**src/rtl/timer.sv**
```systemverilog
// rtl/timer.sv - BCD m:ss countdown timer with shift-in load; TIMER_DIGIT_CLAMP_EN enables digit sanitising.
module timer (
    input  logic       clock,
    input  logic       clearn,
    input  logic [3:0] data,
    input  logic       loadn,
    input  logic       en,
    output logic [3:0] sec_ones,
    output logic [3:0] sec_tens,
    output logic [3:0] mins,
    output logic       zero
);

    logic [3:0] ones_q, ones_d;
    logic [3:0] tens_q, tens_d;
    logic [3:0] mins_q, mins_d;
    logic [3:0] load_ones;
    logic [3:0] load_tens;
    logic       zero_now;

    assign zero_now = (ones_q == 4'd0) && (tens_q == 4'd0) && (mins_q == 4'd0);

`ifdef TIMER_DIGIT_CLAMP_EN
    assign load_ones = (data > 4'd9)   ? 4'd9 : data;
    assign load_tens = (ones_q > 4'd5) ? 4'd5 : ones_q;
`else
    assign load_ones = data;
    assign load_tens = ones_q;
`endif

    always_comb begin
        ones_d = ones_q;
        tens_d = tens_q;
        mins_d = mins_q;
        if (!loadn) begin
            mins_d = tens_q;
            tens_d = load_tens;
            ones_d = load_ones;
        end else if (en && !zero_now) begin
            // Borrow ripples ones -> tens -> minutes; 0:00 is excluded above so mins never underflows.
            if (ones_q != 4'd0) begin
                ones_d = ones_q - 4'd1;
            end else if (tens_q != 4'd0) begin
                ones_d = 4'd9;
                tens_d = tens_q - 4'd1;
            end else begin
                ones_d = 4'd9;
                tens_d = 4'd5;
                mins_d = mins_q - 4'd1;
            end
        end
    end

    always_ff @(posedge clock) begin
        if (clearn) begin
            ones_q <= 4'd0;
            tens_q <= 4'd0;
            mins_q <= 4'd0;
        end else begin
            ones_q <= ones_d;
            tens_q <= tens_d;
            mins_q <= mins_d;
        end
    end

    assign sec_ones = ones_q;
    assign sec_tens = tens_q;
    assign mins     = mins_q;
    assign zero     = zero_now;

endmodule

```
**config.mk**
```make
export PLATFORM = sky130hd
export DESIGN_NAME = timer
export DESIGN_NICKNAME = d
export VERILOG_FILES = /design/src/rtl/timer.sv
export SDC_FILE = /design/constraint.sdc
export NUM_CORES = 1
export LEC_CHECK = 0
export ABC_CLOCK_PERIOD_IN_PS = 1980
export BUFFER_PORTS_ARGS = -buffer_cell sky130_fd_sc_hd__buf_4
export CORE_MARGIN = 2
export CORE_UTILIZATION = 49
export CTS_CLUSTER_DIAMETER = 50
export DETAILED_ROUTE_END_ITERATION = 12
export PLACE_DENSITY_LB_ADDON = 0.08
export SETUP_SLACK_MARGIN = 0.2
export SLEW_MARGIN = 20
export SYNTH_ARGS = -nofsm -noshare
export SYNTH_HDL_FRONTEND = slang
export SYNTH_SLANG_ARGS = --single-unit
```
**constraint.sdc**
```tcl
create_clock -name clock -period 1.98 [get_ports clock]
set_input_delay 0.099 -clock clock [delete_from_list [all_inputs] [get_ports clock]]
set_output_delay 0.099 -clock clock [all_outputs]
set_load 0.01 [all_outputs]
```
==> results of run 1 <==
[area by class of cell]
| class | count | area share |
|---|---|---|
| multi-input cells | 71 | 0.5029 |
| flip-flops and latches | 12 | 0.2300 |
| repair buffers | 29 | 0.2021 |
| clock buffers | 4 | 0.03368 |
| well taps | 16 | 0.01858 |
| inverters | 3 | 0.01278 |
[worst paths after layout]
kind	cells after the start	slack [ps]	to	from
hold reg to reg	2	550	sec_tens[0]	sec_ones[0]
hold / removal	3	70	sec_ones[0]	data[0]
setup / recovery	6	210	mins[2]	mins[0]
setup reg to reg	6	210	mins[2]	mins[0]
[power breakdown]
group / internal [mW] / switching (mW)
clock: 0.112 / 0.0907
sequential: 0.260 / 0.0230
combinational: 0.120 / 0.114
total: 0.492 / 0.227
[cells in the final DEF, fill, tap and decap left out, types with 2 or more instances in the layout]
cell type  count
a211oi_1       2
a21oi_1        2
a311oi_1       3
buf_4         29
clkbuf_4       3
dfxtp_1        8
dfxtp_2        3
mux2i_1        2
nand2_1        3
nand2b_1       3
nor2_1        14
nor2b_1        2
nor3_1         5
nor3b_4        2
nor4b_2        2
o211a_1        2
o21ai_0        2
o31ai_1        2
or3_1          3
or4_1          2
or4_4          2
[state kept, by name, indices dropped and copies added (netlist names)]
signal / flops
sec_ones: 4
mins: 4
sec_tens: 4
[through the flow]
stage	util	hold WS [ps]	total power, mW	worst slack (ps)	std cells
floorplan	-	171.1	0.4076	198.3	89
global placement	0.6641	363.1	0.4926	197.6	129
detailed placement	0.6641	380.7	0.4963	147.8	129
CTS	0.7032	79.96	0.7030	208.7	135
global route	0.7321	79.14	0.7529	130.7	135
finish	0.7321	71.77	0.7196	205.7	135
[worst max-delay path, delay by kind of cell, from the launching register on]
family / cells / cell delay, ps
buffers and inverters: 1 / 40
AOI/OAI and AO/OA: 1 / 250
and+or+nand+nor: 3 / 880
DFF: 1 / 360
adders and majority gates: 1 / 150
[timing repair]
item | in CTS | in global routing
resized for setup | 1 | 12
hold endpoints to repair | 0 | 0
setup endpoints to repair | 3 | 5
pin swaps | 3 | 3
setup buffers | 2 | 0
[logic make-up (layout without fill, tap and decap cells)]
group                      Yosys count  in the layout  synth area share
adders and majority gates            2              2           0.03350
AOI/OAI and AO/OA                   19             19            0.1909
muxes                                2              2           0.02680
buffers and inverters                6             36           0.03015
DFF                                 12             12            0.3216
and+or+nand+nor                     48             48            0.3970
[metal layers]
layer,routed length (µm),GRT usage,up-vias
li1,-,-,398
met4,43,0.1515,0
met5,0,0,-
met2,1060,0.4000,30
met1,886,0.3325,392
met3,112,0.02553,5
==> run summary, run 1 <==
Die Area: 1853 µm²
Min-delay worst type: in2reg
DR vias/cell: 6.111
Number of synthesized flops with an enable pin: 0
Outcome: complete, no violations
Synth Flop Type: dfxtp_1
CTS clock-pin slew for the worst setup and hold paths: 80 ps
Worst EP arrival: 1980 ps
Nets: 130
Post-synthesis sequential area ratio: 0.3216
Top-area cell type share of the netlist area: 0.3216
Routability cong.: 0.9108
Post-DP HPWL: 1.399 mm
Initial antenna violation count: 0
Maximum VDD drop: 0.5449 mV
Maximum root-to-sink buffer count: 2
Cells after synthesis: 89
Max_cap viols: 0
Netlist cell types: 34
Largest net degree at the start of global routing: 26
CTS tree: done
Seq. cell area: 247.7 µm²
First-pass GRT wire length: 3.498 mm
CTS sink cnt: 12
Worst path required time: 2180 ps
Worst path max stage delay: 470 ps
Min cycle time layout: 1774 ps
Area of the multi-input gates: 541.8 µm²
CP Capture Type: register
Hold-fix buffers, CTS: 0
Slowest cell on crit path: or4_4
Port bufs: 20
Worst setup SP type: register
DRT Wirelength: 2.103 mm
Crit-path cells: inv_4, ha_4, nor3b_4, or2_4, or4_4, a311oi_2
Antenna viol nets, final: 0
Drc violations: 0
Setup_tns: 0 ps
I/O Pins: 21
Commonest cells post-synth: nor2_1 (14), dfxtp_1 (12), nor3_1 (6)
Row count: 14
Vias in the first global route: 768
Most numerous cell in the Yosys netlist: nor2_1
Initial DRC count: 19
Area growth, synth to finish: 44.22%
Syn avg cell area: 8.393 µm²
Total grt overflow: 0
Total CTS buffers: 3
Fraction of registers with async set/reset: 0
Syn Nets: 99
PwrDens: 667.9 nW/µm²
Starting Density: 0.5077
Syn. warnings: 0
WL/cell: 15.58 µm
Cell area after layout: 1077 µm²
Final hold vios: 0
Number of fill cells: 122
RSZ-0062 raised after global routing: true
Layout cells sized above 1: 0.4706
# diodes: 0
CP max FO: 3
Fmax: 563.6 MHz
Actual slew at the worst max-slew pin: 347.6 ps
Placeable Area: 1471 µm²
Endpoints failing setup: 0
Yosys top cell by area: dfxtp_1
Die W: 43.05 µm
H-tree Lvls: 1
Yosys reg bits: 12
Max-slew violation count: 0
Die Height: 43.05 µm
Worst-Skew Late Latency: 280 ps
Final worst-path cycle share: 0.8961
1st-pass router iterations: 4
P_leak: 0.4533 nW
Total GRT Usage: 0.2541
Via count: 825
Synth Cell Area: 747.0 µm²
Placed cell areas: 977.2 µm²
Worst Skew: 0.7437 ps
Clock root cell: clkbuf_4
Max_slew headroom: 0.7663
Synth area leaders: dfxtp_1 (32%), nor2_1 (7.0%), a311oi_1 (4.7%)
Critical Setup Path Class: reg2reg
(Power assumes the default switching activity.)
==> run 2: changes to the inputs <==
BUFFER_PORTS_ARGS = -buffer_cell sky130_fd_sc_hd__buf_2   (was -buffer_cell sky130_fd_sc_hd__buf_4)
CTS_BUF_LIST = sky130_fd_sc_hd__clkbuf_4 sky130_fd_sc_hd__clkbuf_8 sky130_fd_sc_hd__clkbuf_16   (was not set)
==> run 2 against run 1 <==
Die area unchanged; power down 4.8%; sequential share of layout area up 1.2 points; register-to-register slack worse by 20 ps; sequential power about the same; sequential cell count unchanged; via count down 0.85%; worst hold slack worse by 1.6 ps; worst setup slack worse by 22 ps; critical path type unchanged; largest cell class unchanged.
==> run summary, run 2 (same netlist as run 1, synthesis figures left out) <==
RSZ-0062 raised after global routing: true
Slowest cell on crit path: or4_4
Post-DP HPWL: 1.358 mm
Fmax: 556.7 MHz
Worst path max stage delay: 540 ps
CP max FO: 2
Initial DRC count: 30
Min cycle time layout: 1796 ps
CTS tree: done
Worst-Skew Late Latency: 280 ps
Max_slew headroom: 0.7137
Critical Setup Path Class: reg2reg
CP Capture Type: register
DRT Wirelength: 1.978 mm
Most common cell after layout, fill and taps aside: buf_2
Worst setup SP type: register
Actual slew at the worst max-slew pin: 429.4 ps
Total grt overflow: 0
Vias in the first global route: 744
Area growth, synth to finish: 36.85%
GR Util met3: 0.04255
CTS clock-pin slew for the worst setup and hold paths: 80 ps
# diodes: 0
Number of fill cells: 135
Via count: 818
Util after Layout: 0.6947
Drc violations: 0
Clock root cell: clkbuf_4
Met2 Use GR: 0.4000
Row count: 14
Crit-path cells: or4_4, or4_4, nor4b_2, o32ai_1
Placeable Area: 1471 µm²
Layout cells sized above 1: 0.4667
First-pass GRT wire length: 3.277 mm
Die Height: 43.05 µm
Initial antenna violation count: 0
Busiest grt layer: met2
DR vias/cell: 6.015
Final hold vios: 0
H-tree Lvls: 1
Maximum VDD drop: 0.5136 mV
Most frequent cells in the layout: buf_2 (20), nor2_1 (14), buf_4 (10)
Worst Skew: 2.111 ps
Maximum root-to-sink buffer count: 2
Setup_tns: 0 ps
Max_cap viols: 0
Final worst-path cycle share: 0.9073
Die W: 43.05 µm
Die Area: 1853 µm²
Met1 Usage GRT: 0.2786
Total CTS buffers: 3
1st-pass router iterations: 4
CTS sink cnt: 12
Port bufs: 20
Routability cong.: 0.8455
Max-slew violation count: 0
P_leak: 0.4446 nW
PwrDens: 669.9 nW/µm²
Starting Density: 0.5077
Worst EP arrival: 1960 ps
Worst path required time: 2140 ps
WL/cell: 14.54 µm
Nets: 131
Largest net degree at the start of global routing: 26
Min-delay worst type: in2reg
Cell repeated most along the worst path: or4_4
PnR Total Power: 0.6848 mW
Outcome: complete, no violations
I/O Pins: 21
Total GRT Usage: 0.2334
Hold-fix buffers, CTS: 0
Antenna viol nets, final: 0
Endpoints failing setup: 0
==> run 2: cell count changes in the layout (fill, tap and decap cells not counted), sizes merged <==
cell | previous run | this run
buf | 29 | 30
==> run 2: area by class of cell <==
cell class | count | area [µm²] | area share
clock buffers | 4 | 30.03 | 0.02938
repair buffers | 30 | 175.2 | 0.1714
well taps | 16 | 20.02 | 0.01958
multi-input cells | 71 | 535.5 | 0.5239
flip-flops and latches | 12 | 247.7 | 0.2424
inverters | 3 | 13.76 | 0.01346
==> run 2: critical path: cells and delay by family (launching register included) <==
family,cells,cell delay [ps]
AND/OR/NAND/NOR,3,1240
flip-flops,1,320
AO/OA/AOI/OAI,1,110
==> run 2: routing by layer <==
metal / part of all wire / up-vias
met5: 0 / -
met4: 0.017 / 0
met3: 0.054 / 6
met2: 0.47 / 35
met1: 0.45 / 379
li1: - / 398
==> run 2: through the flow <==
step	cell area, µm²	instances	hold WS [ps]	setup slack [ps]
after global placement	919.6	128	363.5	199.5
after detailed placement	919.6	128	370.6	121.8
after global routing	1022	136	72.90	140.3
after CTS	984.7	134	71.39	211.2
after floorplan	765.7	89	171.1	198.3
final	1022	136	70.13	183.6
==> run 2: power by group <==
group | total (mW) | internal (mW) | leakage, nW | switching, mW
logic | 0.217 | 0.109 | 0.325 | 0.108
clock network | 0.183 | 0.0918 | 0.0184 | 0.0914
registers | 0.284 | 0.260 | 0.101 | 0.0241
total | 0.685 | 0.461 | 0.445 | 0.224
==> run 2: path summary, 6_finish.rpt <==
kind | startpoint | end | slack, ps | cells after the start
worst min register to register | sec_ones[3] | sec_ones[3] | 550 | 2
worst max-delay path | sec_tens[0] | mins[1] | 180 | 4
worst max register to register | sec_tens[0] | mins[1] | 180 | 4
worst min-delay path | data[0] | sec_ones[0] | 70 | 3
==> run 2: what timing repair did <==
action	CTS	global route
hold endpoints to repair	0	0
setup buffers	2	2
pin swaps	2	2
endpoints found under the setup margin	3	5
gates resized for setup	4	7
==> run 3: changes to the inputs <==
REMOVE_ABC_BUFFERS = 1   (was not set)
SETUP_SLACK_MARGIN = 0.3   (was 0.2)
==> run 3 against run 2 <==
Non-clock buffer count rose by 1; clock-buffer cell count did not move; first-iteration DRC count fell by 37%; wire length rose by 2.7%; clock power rose by 9%; die area did not move; cell count rose by 0.74%.
==> run summary, run 3 (same netlist as run 1, synthesis figures left out) <==
Outcome: complete, no violations
Routability cong.: 0.8295
Worst path max stage delay: 560 ps
Most frequent cells in the layout: buf_2 (20), nor2_1 (14), buf_4 (10)
Worst-Skew Late Latency: 270 ps
Cell count after placement: 129
Pre-CTS worst setup slack: 45.45 ps
Max_slew headroom: 0.7257
Maximum root-to-sink buffer count: 2
Count of non-filler cells in the finished layout: 137
Worst path required time: 2140 ps
Worst Slack Setup Final: 204.5 ps
Final worst-path cycle share: 0.8967
Endpoints failing setup: 0
Clock root cell: clkbuf_4
Row count: 14
Actual slew at the worst max-slew pin: 411.5 ps
Starting Density: 0.5077
Initial antenna violation count: 0
Vias in the first global route: 716
CP Buf/Inv Count: 0
Worst Skew: 2.195 ps
Worst EP arrival: 1930 ps
Maximum VDD drop: 0.5074 mV
Drc violations: 0
I/O Pins: 21
H-tree Lvls: 1
Min cycle time layout: 1776 ps
CTS tree: done
Layout cells sized above 1: 0.4793
Cell repeated most along the worst path: or4_4
CP Capture Type: register
CTS sink cnt: 12
Post-DP HPWL: 1.243 mm
Nets: 132
Area growth, synth to finish: 41.04%
Placeable Area: 1471 µm²
RSZ-0062 raised after global routing: true
Crit-path cells: or4_4, or4_4, nor4b_2, o32ai_1
Die Height: 43.05 µm
Min-delay worst type: in2reg
Final hold vios: 0
CP max FO: 2
Die W: 43.05 µm
1st-pass router iterations: 4
Total GRT Usage: 0.2286
# diodes: 0
Hold-fix buffers, CTS: 0
Worst setup SP type: register
PnR Total Power: 0.7202 mW
PwrDens: 683.6 nW/µm²
Setup_tns: 0 ps
First-pass GRT wire length: 3.187 mm
Slowest cell on crit path: or4_4
Antenna viol nets, final: 0
Critical Setup Path Class: reg2reg
WL/cell: 14.82 µm
DRT Wirelength: 2.031 mm
Largest net degree at the start of global routing: 26
DR vias/cell: 6.088
Total grt overflow: 0
Initial DRC count: 19
P_leak: 0.4616 nW
Cell family with most CP delay: simple AND/OR/NAND/NOR gates
Die Area: 1853 µm²
CTS clock-pin slew for the worst setup and hold paths: 80 ps
Fmax: 563.2 MHz
Port bufs: 20
Max-slew violation count: 0
Total CTS buffers: 3
Via count: 834
Most common cell after layout, fill and taps aside: buf_2
Max_cap viols: 0
Hold slack: 65.31 ps
-- run 3: area by class of cell --
type / instances / area [µm²]
repair buffers: 31 / 186.4
multi-input cells: 71 / 551.8
fillers: 119 / 417.9
flip-flops and latches: 12 / 247.7
clock buffers: 4 / 36.28
inverters: 3 / 11.26
well taps: 16 / 20.02
-- run 3: power by group --
part	switching, mW	total (mW)	leakage (nW)	internal [mW]
clock	0.0885	0.200	0.0210	0.112
combinational	0.118	0.238	0.340	0.119
sequential	0.0220	0.282	0.101	0.260
-- run 3: tightest hold or removal path, stage by stage --
cell and delay (ps):
buf_2 90, nor2_1 70, nor3_1 40
-- run 3: final timing paths --
check	end	start	slack [ps]	cells after the start
hold / removal	sec_ones[0]	data[0]	70	3
setup / recovery	mins[1]	sec_tens[0]	200	4
setup reg to reg	mins[1]	sec_tens[0]	200	4
hold reg to reg	sec_tens[0]	sec_ones[0]	540	2
-- run 3: timing repair --
action                                  in CTS  in global routing
pin swaps                                    4                  4
gates cloned                                 0                  0
gates resized for setup                     13                  8
endpoints found under the setup margin       7                  7
buffers inserted                             3                  1
-- run 3: stage by stage --
step / cell area (µm²) / util
2_1_floorplan: 735.7 / -
3_3_place_gp: 908.4 / 0.6173
3_5_place_dp: 908.4 / 0.6173
4_1_cts: 1013 / 0.6888
5_1_grt: 1054 / 0.7160
6_report: 1054 / 0.7160
-- run 3: routing by layer --
metal / vias to the layer above / track usage / wire length (µm)
met1: 392 / 0.2798 / 905
met5: - / 0 / 0
met3: 9 / 0.05957 / 92
li1: 401 / - / -
met2: 32 / 0.3758 / 978
met4: 0 / 0.09697 / 55
